$ cat config.mk
export PLATFORM = sky130hd
export DESIGN_NAME = led_pattern_sequencer_flat
export DESIGN_NICKNAME = d
export VERILOG_FILES = /design/src/rtl/led_pattern_sequencer_if.sv /design/src/rtl/led_pattern_sequencer.sv /design/src/flat_wrapper.sv
export SDC_FILE = /design/constraint.sdc
export NUM_CORES = 1
export LEC_CHECK = 0
export CAP_MARGIN = 20
export CORE_MARGIN = 1
export CORE_UTILIZATION = 45
export CTS_BUF_LIST = sky130_fd_sc_hd__clkbuf_16
export DETAILED_ROUTE_END_ITERATION = 6
export HOLD_SLACK_MARGIN = 0.12
export PLACE_DENSITY = 0.75
export RECOVER_POWER = 50
export SETUP_SLACK_MARGIN = 0.02
export SYNTH_ARGS = -nofsm -noshare
export SYNTH_HDL_FRONTEND = slang
export SYNTH_SLANG_ARGS = --single-unit
$ cat constraint.sdc
create_clock -name Clock -period 5.55 [get_ports Clock]
set_input_delay 1.11 -clock Clock [delete_from_list [all_inputs] [get_ports Clock]]
set_output_delay 1.11 -clock Clock [all_outputs]
set_load 0.05 [all_outputs]
$ cat src/rtl/led_pattern_sequencer_if.sv
// Pattern-table load port: host (master) pushes one entry per Cfg_valid & Cfg_ready beat.
// Cfg_ready is driven by the sequencer and drops while a sequence is running or starting.
interface led_pattern_sequencer_if #(
  parameter int AW       = 3,
  parameter int NUM_LEDS = 3,
  parameter int DUR_W    = 8
);
  logic                Cfg_valid;
  logic                Cfg_ready;
  logic [AW-1:0]       Cfg_addr;
  logic [NUM_LEDS-1:0] Cfg_pattern;
  logic [DUR_W-1:0]    Cfg_duration;
  logic                Cfg_last;

  modport master (
    output Cfg_valid, Cfg_addr, Cfg_pattern, Cfg_duration, Cfg_last,
    input  Cfg_ready
  );

  modport slave (
    input  Cfg_valid, Cfg_addr, Cfg_pattern, Cfg_duration, Cfg_last,
    output Cfg_ready
  );
endinterface

$ cat src/rtl/led_pattern_sequencer.sv
// Table-driven LED sequencer; IO_voltage follows Start by 1 cycle, steps last max(dur,1) ticks.
// Table writes are back-pressured (Cfg_ready=0) outside IDLE; define LED_SEQ_LOOP_EN to repeat forever.
module led_pattern_sequencer #(
  parameter int CLOCK_FREQUENCY = 27000000,
  parameter int TICK_MS         = 10,
  parameter int NUM_LEDS        = 3,
  parameter int DEPTH           = 8,
  parameter int DUR_W           = 8,
  localparam int AW             = $clog2(DEPTH)
) (
  input  logic                  Clock,
  input  logic                  Reset_n,
  led_pattern_sequencer_if.slave cfg,
  input  logic                  Start,
  input  logic                  Stop,
  output logic                  Busy,
  output logic                  Done,
  output logic [AW-1:0]         Step_index,
  output logic [NUM_LEDS-1:0]   IO_voltage
);

  localparam int TICK_COUNT = (CLOCK_FREQUENCY / 1000) * TICK_MS - 1;
  localparam int PW         = (TICK_COUNT > 0) ? $clog2(TICK_COUNT + 1) : 1;

  typedef enum logic {IDLE, RUN} state_t;

  typedef struct packed {
    logic [NUM_LEDS-1:0] pattern;
    logic [DUR_W-1:0]    duration;
  } entry_t;

  entry_t              tbl [DEPTH];
  state_t              state_q, state_d;
  logic [PW-1:0]       pcnt_q, pcnt_d;
  logic [DUR_W-1:0]    dcnt_q, dcnt_d;
  logic [AW-1:0]       step_d;
  logic [NUM_LEDS-1:0] io_d;
  logic                done_d;
  logic [AW-1:0]       last_idx_q;
  logic                last_valid_q;

  logic                cfg_wr;
  entry_t              cur;
  logic [AW-1:0]       nxt_step;
  logic [DUR_W-1:0]    eff_dur;
  logic                tick;
  logic                step_end;
  logic                at_last;

  assign cfg.Cfg_ready = (state_q == IDLE) & ~Start;
  assign cfg_wr        = cfg.Cfg_valid & cfg.Cfg_ready;
  assign Busy          = (state_q == RUN);

  assign cur      = tbl[Step_index];
  assign nxt_step = Step_index + AW'(1);
  assign eff_dur  = (cur.duration == '0) ? DUR_W'(1) : cur.duration;
  assign tick     = (pcnt_q == PW'(TICK_COUNT));
  assign step_end = tick & (dcnt_q == eff_dur - DUR_W'(1));
  assign at_last  = (Step_index == last_idx_q);

  // Table storage has no reset; contents are only meaningful once written.
  always_ff @(posedge Clock) begin
    if (cfg_wr)
      tbl[cfg.Cfg_addr] <= entry_t'{pattern: cfg.Cfg_pattern, duration: cfg.Cfg_duration};
  end

  always_ff @(posedge Clock or negedge Reset_n) begin
    if (!Reset_n) begin
      last_idx_q   <= '0;
      last_valid_q <= 1'b0;
    end else if (cfg_wr && cfg.Cfg_last) begin
      last_idx_q   <= cfg.Cfg_addr;
      last_valid_q <= 1'b1;
    end
  end

  always_ff @(posedge Clock or negedge Reset_n) begin
    if (!Reset_n) begin
      state_q    <= IDLE;
      pcnt_q     <= '0;
      dcnt_q     <= '0;
      Step_index <= '0;
      IO_voltage <= '0;
      Done       <= 1'b0;
    end else begin
      state_q    <= state_d;
      pcnt_q     <= pcnt_d;
      dcnt_q     <= dcnt_d;
      Step_index <= step_d;
      IO_voltage <= io_d;
      Done       <= done_d;
    end
  end

  always_comb begin
    state_d = state_q;
    pcnt_d  = pcnt_q;
    dcnt_d  = dcnt_q;
    step_d  = Step_index;
    io_d    = IO_voltage;
    done_d  = 1'b0;
    case (state_q)
      IDLE: begin
        if (Start && last_valid_q && !Stop) begin
          state_d = RUN;
          pcnt_d  = '0;
          dcnt_d  = '0;
          step_d  = '0;
          io_d    = tbl[0].pattern;
        end
      end
      RUN: begin
        // Stop wins over any step expiry landing on the same edge.
        if (Stop) begin
          state_d = IDLE;
          pcnt_d  = '0;
          dcnt_d  = '0;
          step_d  = '0;
          io_d    = '0;
        end else begin
          pcnt_d = tick ? '0 : pcnt_q + PW'(1);
          if (step_end) begin
            dcnt_d = '0;
            if (at_last) begin
`ifdef LED_SEQ_LOOP_EN
              step_d  = '0;
              io_d    = tbl[0].pattern;
`else
              state_d = IDLE;
              pcnt_d  = '0;
              step_d  = '0;
              io_d    = '0;
              done_d  = 1'b1;
`endif
            end else begin
              step_d = nxt_step;
              io_d   = tbl[nxt_step].pattern;
            end
          end else if (tick) begin
            dcnt_d = dcnt_q + DUR_W'(1);
          end
        end
      end
      default: state_d = IDLE;
    endcase
  end

endmodule

$ cat src/flat_wrapper.sv
// flat-port wrapper written by rule: the top's interface ports become plain ports
module led_pattern_sequencer_flat 
#(
  parameter int CLOCK_FREQUENCY = 27000000,
  parameter int TICK_MS         = 10,
  parameter int NUM_LEDS        = 3,
  parameter int DEPTH           = 8,
  parameter int DUR_W           = 8,
  localparam int AW             = $clog2(DEPTH)
)
  (Clock, Reset_n, Start, Stop, Busy, Done, Step_index, IO_voltage, cfg_Cfg_valid, cfg_Cfg_addr, cfg_Cfg_pattern, cfg_Cfg_duration, cfg_Cfg_last, cfg_Cfg_ready);
  led_pattern_sequencer_if #(.AW((3)), .NUM_LEDS(NUM_LEDS), .DUR_W(DUR_W)) cfg_i ();
  input  logic Clock;
  input  logic Reset_n;
  input  logic Start;
  input  logic Stop;
  output logic Busy;
  output logic Done;
  output logic [AW-1:0] Step_index;
  output logic [NUM_LEDS-1:0] IO_voltage;
  input wire logic [$bits(cfg_i.Cfg_valid)-1:0] cfg_Cfg_valid;
  input wire logic [$bits(cfg_i.Cfg_addr)-1:0] cfg_Cfg_addr;
  input wire logic [$bits(cfg_i.Cfg_pattern)-1:0] cfg_Cfg_pattern;
  input wire logic [$bits(cfg_i.Cfg_duration)-1:0] cfg_Cfg_duration;
  input wire logic [$bits(cfg_i.Cfg_last)-1:0] cfg_Cfg_last;
  output wire logic [$bits(cfg_i.Cfg_ready)-1:0] cfg_Cfg_ready;
  assign cfg_i.Cfg_valid = cfg_Cfg_valid;
  assign cfg_i.Cfg_addr = cfg_Cfg_addr;
  assign cfg_i.Cfg_pattern = cfg_Cfg_pattern;
  assign cfg_i.Cfg_duration = cfg_Cfg_duration;
  assign cfg_i.Cfg_last = cfg_Cfg_last;
  assign cfg_Cfg_ready = cfg_i.Cfg_ready;
  led_pattern_sequencer #(.CLOCK_FREQUENCY(CLOCK_FREQUENCY), .TICK_MS(TICK_MS), .NUM_LEDS(NUM_LEDS), .DEPTH(DEPTH), .DUR_W(DUR_W)) u_core (.Clock(Clock), .Reset_n(Reset_n), .cfg(cfg_i), .Start(Start), .Stop(Stop), .Busy(Busy), .Done(Done), .Step_index(Step_index), .IO_voltage(IO_voltage));
endmodule
==> results_dict.tcl, run 1 <==
set metrics [dict create \
    post-synth-top-area-cell "edfxtp_1" \
    fillCellCount 996 \
    holdPathStages 1 \
    core_area_sq_um 12200 \
    flow.area_growth_from_synthesis_pct 19.0 \
    syn_inst 392 \
    postSynthAreaPerCell_sq_um 14.6 \
    design.die.area_sq_um 13200 \
    cpLargestDelayFamily "compound AO/OA/AOI/OAI gates" \
    main_combinational_cell_family_by_area_after_synthesis "multiplexers" \
    critical-path-top-cell-by-count "mux2_2" \
    clock_sink_total 127 \
    clock_insertion_delay_worst_skew_ns 0.42 \
    synthSimpleGateAreaFrac_pct 11.2 \
    die_height_um 115 \
    status "finished, violations left" \
    total_leakage_power_nw 2.45 \
    hold_class "register to register" \
    average_wire_per_standard_cell_um 19.0 \
    antenna_violations_before_repair 0 \
    ioPinCount 29 \
    initial_utilization_pct 46.8 \
    final_hold_viol_count 0 \
    cp.arrival_ns 5.31 \
    worstRegToRegCells 12 \
    tritoncts_buffer_count 17 \
    rsz0062_at_grt "false" \
    critical_path.endpoint_type "register" \
    setup_violations 0 \
    grt.overflow.total 0 \
    worstSetupStartpointType "register" \
    setup-tns-final_ns 0 \
    min_period_over_period_pct 90.2 \
    fp.dieW_um 115 \
    power.density_cell_area_nw_per_um2 337 \
    global_route.usage.met3_pct 5.69 \
    cts-root-to-sink-buffers 2 \
    timing.critical_path.cells "mux4_2 -> mux2_2 -> a41oi_2 -> a41oi_1 -> ha_1 -> and2_1 -> a32o_1 -> xnor3_1 -> nor4_1 -> o2111ai_2 -> a21oi_2 -> mux2_2" \
    global_route_wire_length_before_repair_mm 18.8 \
    post-route-min-period_ns 5.01 \
    detail_route.first_pass.iterations 5 \
    timing.critical_path.slowest_stage_cell "dfrtp_1" \
    area_fraction_in_compound_gates_after_synthesis_pct 4.88 \
    ys_types 55 \
    post_cts_buffers 0 \
    clk_root_buffer_cell "clkbuf_16" \
    cp_max_fo 13 \
    n_antenna_cell 0 \
    commonest_cells_in_the_netlist "edfxtp_1 (88), dfrtp_1 (39), nor2_1 (37)" \
    path_clk_slew_ns 0.06 \
    numPlacedInstances 585 \
    ys_warn_count 0 \
    final.setup.worst_slack_ns 0.541 \
    violations_in_the_final_reports "capacitance limit, slew limit" \
    cts-hold-fix-buffers 0 \
    irDropWorstVdd_mv 0.384 \
    hpwlAfterDp_mm 7.93 \
    syn_area_sq_um 5720 \
    maximum_clock_skew_at_final_layout_ns 0.0147 \
    max_freq_ghz 0.200 \
    placementRows 40 \
    multi_input_area_sq_um 1980 \
    detail-route-antenna-nets 0 \
    sequential_cell_area_sq_um 3620 \
    vias_in_the_first_global_route 3551 \
    top_reg_cell_synth "edfxtp_1" \
    number_of_max_slew_violations_in_the_final_report 40 \
    layout.cell_area.non_filler_sq_um 6810 \
    cts_max_level 4 \
    final_cell_count_no_fill 618 \
    worst-setup-path-type "register to register" \
    grtUsageMet1_pct 24.2 \
    dpl_worst_slack_ns 0.543 \
    use_met2_pct 32.7 \
    post_cts_resized 0 \
    first_iter_violations 246 \
    worst_slew_slack_as_a_fraction_of_its_limit_pct -35.2 \
    tightest_slew_ns 2.03 \
    ys_seq_area_share_pct 63.3 \
    yosys.area_share.adder_pct 0.875 \
    critical_path.n_buffers_inverters 0 \
    post_place_cell_area_sq_um 6210 \
    finalNetCount 461 \
    groute.usage.overall_pct 19.7 \
    critical_path_required_ns 5.85 \
    ys_seq_elements 127 \
    yosys-top-cells-area "edfxtp_1 (46%), dfrtp_1 (17%), mux4_2 (8.7%)" \
    grt_most_used_layer "met2" \
    yosysMostFrequentCell "edfxtp_1" \
    vias 3472 \
    synthesized_area_fraction_occupied_by_xor_and_xnor_cells_pct 4.99 \
    worst_hold_slack_ns 0.498 \
    slowest_delay_ns 0.86 \
    timing.max_cap.violations 1 \
    cts_tree "built" \
    synthArstFlopShare_pct 30.7 \
    synth-edff-count 88 \
    finalWeightedCongestion 0.801 \
    route.detailed.drc 0 \
    grt_max_degree 40 \
    drive_above_1_share_pct 17.6 \
    port-buffer-count 28 \
    via_per_inst 5.62 \
    synth_top_area_share_pct 46.2 \
    routed_wirelength_mm 11.7 \
    synthesis.nets 416 \
    crit_cells 12 \
    yosys-mux-area-fraction_pct 12.7 \
]
cells by family after synthesis:
| family | count (synthesis) |
|---|---|
| simple gates | 123 |
| compound gates | 39 |
| flops | 127 |
| xor+xnor | 31 |
| buf+inv | 24 |
| mux | 44 |
| fa+ha+maj | 4 |
final timing paths:
| kind | startpoint | endpoint | slack [ns] |
|---|---|---|---|
| max reg2reg | u_core.Step_index[1]$_DFFE_PN0P_ | u_core.IO_voltage[2]$_DFFE_PN0P_ | 0.54 |
| max | u_core.Step_index[1]$_DFFE_PN0P_ | u_core.IO_voltage[2]$_DFFE_PN0P_ | 0.54 |
| min in group asynchronous | Reset_n | u_core.pcnt_q[17]$_DFFE_PN0P_ | 1.27 |
| min | u_core.last_valid_q$_DFFE_PN0P_ | u_core.last_valid_q$_DFFE_PN0P_ | 0.50 |
| min reg2reg | u_core.last_valid_q$_DFFE_PN0P_ | u_core.last_valid_q$_DFFE_PN0P_ | 0.50 |
| max in group asynchronous | Reset_n | u_core.IO_voltage[0]$_DFFE_PN0P_ | 3.11 |
per-layer routing:
metal,wire (um),vias up
met5,0,-
met4,235,0
met3,513,17
met2,5970,109
met1,4990,1760
li1,-,1586
layout by cell type (no fill, tap or decap), drive strengths merged, types with 5 or more instances in the layout:
cell            n
a21oi           7
and2            5
and3            8
buf            13
clkbuf         18
clkdlybuf4s50  15
dfrtp          39
dlygate4sd3    12
edfxtp         88
inv            17
mux2            9
mux2i          13
mux4           22
nand2          20
nand3           9
nor2           37
nor3            8
o21ai          11
or3             5
xnor2           9
xor2           21
metrics by stage:
stage | total power [mW] | util [%]
global placement | 1.21 | 50.8
detailed placement | 1.22 | 50.9
CTS | 2.31 | 55.7
global route | 2.36 | 55.7
floorplan | 1.15 | -
finish | 2.29 | 55.7
flip-flops by register name (all words and copies together) (netlist names):
register / count
u_core.Busy: 1
u_core.Done: 1
u_core.IO_voltage: 3
u_core.Step_index: 3
u_core.dcnt_q: 8
u_core.last_idx_q: 3
u_core.last_valid_q: 1
u_core.pcnt_q: 19
u_core.tbl: 88
worst register-to-register path, stage by stage (launching register included):
cell	delay [ns]
dfrtp_1	0.86
mux4_2	0.61
mux2_2	0.33
a41oi_2	0.26
a41oi_1	0.21
ha_1	0.30
and2_1	0.17
a32o_1	0.23
xnor3_1	0.34
nor4_1	0.32
o2111ai_2	0.30
a21oi_2	0.57
mux2_2	0.40
area by class of cell:
type / count / share of cell area (%)
clock buffer: 17 / 6.25
tap: 168 / 3.09
clock inverter: 15 / 2.35
sequential: 127 / 53.2
timing repair buffer: 41 / 5.52
multi-input combinational: 241 / 29.1
inverter: 9 / 0.496
report_power, final:
group	internal, mW	switching [mW]
logic	0.0517	0.0838
clock network	0.667	0.430
registers	1.04	0.0189
Power figures use the tool's default switching activity.
==> run 2, diff against run 1 <==
--- a/config.mk
+++ b/config.mk
@@ -10,7 +10,6 @@
 export CORE_UTILIZATION = 45
 export CTS_BUF_LIST = sky130_fd_sc_hd__clkbuf_16
 export DETAILED_ROUTE_END_ITERATION = 6
-export HOLD_SLACK_MARGIN = 0.12
 export PLACE_DENSITY = 0.75
 export RECOVER_POWER = 50
 export SETUP_SLACK_MARGIN = 0.02
==> results of run 2 <==
The final DEF is identical to that of run 1; final timing and power are the same.
==> run 3, diff against run 2 <==
==> constraint.sdc (replaced) <==
create_clock -name Clock -period 5.55 [get_ports Clock]
set_input_delay 0.8325 -clock Clock [delete_from_list [all_inputs] [get_ports Clock]]
set_output_delay 0.8325 -clock Clock [all_outputs]
set_load 0.05 [all_outputs]
==> results of run 3 <==
Same layout as run 1 (identical final DEF). Status: finished, violations left: capacitance limit, slew limit.
==> variant 1, RTL diff (config.mk and constraints of run 1) <==
The option `LED_SEQ_LOOP_EN` is turned on by a define.
--- a/src/rtl/led_pattern_sequencer.sv
+++ b/src/rtl/led_pattern_sequencer.sv
@@ -2,2 +2,4 @@
 // Table writes are back-pressured (Cfg_ready=0) outside IDLE; define LED_SEQ_LOOP_EN to repeat forever.
+`define LED_SEQ_LOOP_EN
+
 module led_pattern_sequencer #(
Function: same outputs for any inputs over 10 cycles, from zero or initial values and one cycle with Reset_n low; that may be too few to reach the edited logic, so the function may still have changed.
==> variant 1 against run 1 <==
The run still ends with max-capacitance violations, max-slew violations left; die area is 0.45% higher; sequential cell count down 1; final area rose by 0.17%; wire length shrank 0.38%; sequential share of layout area decreased by 0.45 points; via count increased by 4.8%; cell count increased by 5.5%; synthesized area is 0.46% higher; setup slack better by 0.67 ns; critical path depth decreased by 2; count of clock-buffer cells in the layout unchanged; power grew 0.30%; largest cell class unchanged.
==> variant 1: results (changes against run 1) <==
status complete, but fails checks (unchanged); failing checks max-capacitance violations, max-slew violations (unchanged); GPL Wtd Cong 0.847 (was 0.801); Crit path max-delay family multiplexers (was compound AO/OA/AOI/OAI gates); drt via density 5.58 (was 5.62); port bufs 27 (was 28); CP Max Fanout 20 (was 13); Post-Syn Area per Cell 13.4 sq um (was 14.6 sq um); Total GRT Usage 19.7% (about the same); critical path's largest stage delay 1.00 ns (was 0.86 ns); vias in the first global route 3,608 (was 3,551); Synth top cells by count edfxtp_1 (88), nor2_1 (39), dfrtp_1 (38), nand2_1 (35), o21ai_0 (25) (was edfxtp_1 (88), dfrtp_1 (39), nor2_1 (37), mux4_2 (22), xor2_1 (21)); Max Cap Viol 1 (unchanged); share of layout cells above drive strength 1 13.4% (was 17.6%); first-pass GRT wire length 19,000 um (was 18,800 um); Finished Layout Cells 652 (was 618); Net Count, Synth 453 (was 416); DRT Wirelength 11,700 um (about the same); drt first pass iters 4 (was 5); sequential fraction of the synthesis area 62.5% (was 63.3%); diode count 0 (unchanged); Area contributors post-synth edfxtp_1 (46%), dfrtp_1 (17%), mux4_2 (4.7%) (was edfxtp_1 (46%), dfrtp_1 (17%), mux4_2 (8.7%)); post-synthesis xor/xnor area fraction 3.48% (was 4.99%); post-place setup slack 1.30 ns (was 0.543 ns); WP data arrival 4.63 ns (was 5.31 ns); dpl hpwl 7650 um (was 7930 um); worst slew pin tran 2.08 ns (was 2.03 ns); filler cell count 1,009 (was 996); Slew Viols, Final 39 (was 40); Post-Synth Adder-Cell Area 0.871% (was 0.875%); post-synthesis mux area share 11.5% (was 12.7%); ys async rst share 30.2% (was 30.7%); NetSw 0.515 mW (was 0.533 mW); leakage 2.43 nW (was 2.45 nW); DR iter-0 viols 298 (was 246); Util after Layout 55.8% (was 55.7%); placed cells 620 (was 585)
[variant 1: changes by cell type in the layout (fill, tap and decap cells not counted), moves of 8 or more]
cell and delta:
mux4_2 -10, xor2_1 -8, o21ai_0 +14, nand2_1 +15
nand3_1 +12, mux2i_1 +9
[variant 1: logic make-up after synthesis]
logic type	after synthesis
AOI/OAI and AO/OA	59
and+or+nand+nor	151
muxes	44
xor gates and xnor gates	22
DFF	126
other	1
adders and majority gates	4
buffers and inverters	22
[variant 1: routing by layer]
metal  vias to the layer above  GRT usage (%)  wire length (um)
met3                        16           5.22               658
met1                      1801           24.7              5010
met5                         -              0                 0
li1                       1711              -                 -
met2                       110           32.1              5830
met4                         0           8.66               176
[variant 1: power groups by stage]
stage | sequential, mW | clock [mW] | combinational [mW]
CTS | 1.05 | 1.13 | 0.141
detailed placement | 1.07 | 0 | 0.140
global placement | 1.06 | 0 | 0.134
floorplan | 1.08 | 0 | 0.0550
global route | 1.05 | 1.18 | 0.148
finish | 1.05 | 1.12 | 0.137
[variant 1: worst paths after layout]
kind | from | slack (ns) | cells after the start | end
hold reg to reg | u_core.last_valid_q | 0.50 | 1 | u_core.last_valid_q
setup / recovery | u_core.Step_index[1] | 1.21 | 10 | u_core.IO_voltage[2]
hold / removal | u_core.last_valid_q | 0.50 | 1 | u_core.last_valid_q
setup reg to reg | u_core.Step_index[1] | 1.21 | 10 | u_core.IO_voltage[2]
max in group asynchronous | Reset_n | 3.06 | 1 | u_core.last_valid_q
min in group asynchronous | Reset_n | 1.28 | 1 | u_core.dcnt_q[6]
[variant 1: final cells by class]
type,count,share of cell area [%]
Multi-Input combinational cell,281,29.9
Inverter,7,0.385
Tap cell,168,3.08
Clock buffer,17,6.24
Sequential cell,126,52.7
Timing Repair Buffer,38,5.19
Clock inverter,15,2.50
==> variant 2, RTL diff (flow settings as in run 1) <==
Made on the original files. Make the reset (`Reset_n`) synchronous in 2 clocked blocks.
--- a/src/rtl/led_pattern_sequencer.sv
+++ b/src/rtl/led_pattern_sequencer.sv
@@ -66,3 +66,3 @@
 
-  always_ff @(posedge Clock or negedge Reset_n) begin
+  always_ff @(posedge Clock) begin
     if (!Reset_n) begin
@@ -76,3 +76,3 @@
 
-  always_ff @(posedge Clock or negedge Reset_n) begin
+  always_ff @(posedge Clock) begin
     if (!Reset_n) begin
Function: differs if Reset_n is asserted again (counterexample within 4 cycles, from zero or initial values and one cycle with Reset_n low); with Reset_n held inactive, the same outputs for 10 cycles.
==> variant 2 against run 1 <==
Critical path type unchanged; sequential cell count increased by 3; global-route usage is 1.7 points lower; wire length decreased by 7.2%; setup slack better by 0.59 ns; fmax up 13%; first-iteration DRC count grew 2.0%; highest routed layer unchanged; final area decreased by 0.22%; synthesized area up 0.68%; count of clock-buffer cells in the layout stayed put.
Power is not compared: it rests on default switching activity, and its combinational part moved more than twofold at a synthesized area within 25%.
==> variant 2: results (changes against run 1) <==
status finished clean (was complete, but fails checks); Final #Nets 486 (was 461); WP data arrival 4.75 ns (was 5.31 ns); Yosys top cell area share 45.9% (was 46.2%); DR iter-0 viols 251 (was 246); Avg WL per Cell 16.9 um (was 19.0 um); GPL Wtd Cong 0.771 (was 0.801); ys async rst share 0% (was 30.7%); DR WL met3 516 um (was 513 um); Setup Skew 0.0176 ns (was 0.0147 ns); share of layout cells above drive strength 1 15.4% (was 17.6%); first-pass GRT wire length 17,500 um (was 18,800 um); diode count 0 (unchanged); largest net degree at the start of global routing 29 (was 40); placed inst area 6230 sq um (was 6210 sq um); drt first pass iters 4 (was 5); CP Max Fanout 14 (was 13); Synth top cells by count edfxtp_1 (88), dfxtp_1 (42), nor2_1 (37), nand2_1 (32), xor2_1 (19) (was edfxtp_1 (88), dfrtp_1 (39), nor2_1 (37), mux4_2 (22), xor2_1 (21)); CP max stage cell dfxtp_1 (was dfrtp_1); drt via density 5.42 (was 5.62); worst slew pin tran 0.916 ns (was 2.03 ns); met2 WL 5580 um (was 5970 um); Net Count, Synth 445 (was 416); vias in the first global route 3,451 (was 3,551); dpl hpwl 7010 um (was 7930 um); post-synthesis cell type count 61 (was 55); Peak VDD IR 0.269 mV
## variant 2: cell families after synthesis
| kind of cell | count (synthesis) | synth area share (%) |
|---|---|---|
| adders and majority gates | 4 | 0.869 |
| muxes | 42 | 12.4 |
| AOI/OAI and AO/OA | 49 | 7.13 |
| DFF | 130 | 60.5 |
| xor gates and xnor gates | 31 | 4.71 |
| and+or+nand+nor | 140 | 12.2 |
| buffers and inverters | 25 | 2.15 |
## variant 2: metal layers
metal  vias up  track usage, %
met2        91            30.1
met1      1709            21.6
li1       1673               -
met4         0            8.83
met5         -               0
met3        10            4.90
## variant 2: metrics by stage
| stage | std cells | power [mW] | worst slack [ns] |
|---|---|---|---|
| after CTS | 643 | 2.18 | 1.09 |
| after global routing | 643 | 2.22 | 0.762 |
| after detailed placement | 611 | 1.14 | 1.13 |
| after floorplan | 421 | 1.11 | 2.02 |
| after global placement | 611 | 1.14 | 1.25 |
| final | 643 | 2.16 | 1.14 |
## variant 2: area by class of cell
type,instances,area [sq um]
Fill cell,995,5470
Multi-Input combinational cell,266,2150
Sequential cell,130,3480
Clock inverter,15,138
Inverter,9,33.8
Timing Repair Buffer,38,348
Clock buffer,17,425
Tap cell,168,210
## variant 2: final timing paths
path                             start              endpoint  slack, ns  cells past startpoint
setup reg to reg                  flop  u_core.IO_voltage[2]       1.14                     13
hold reg to reg   u_core.IO_voltage[1]  u_core.IO_voltage[1]       0.47                      2
hold / removal    u_core.IO_voltage[1]  u_core.IO_voltage[1]       0.47                      2
setup / recovery                  flop  u_core.IO_voltage[2]       1.14                     13
## variant 2: tightest hold or removal path: stages (launching register included)
cell	delay, ns
dfxtp_1	0.32
nand2_1	0.06
mux2i_1	0.05
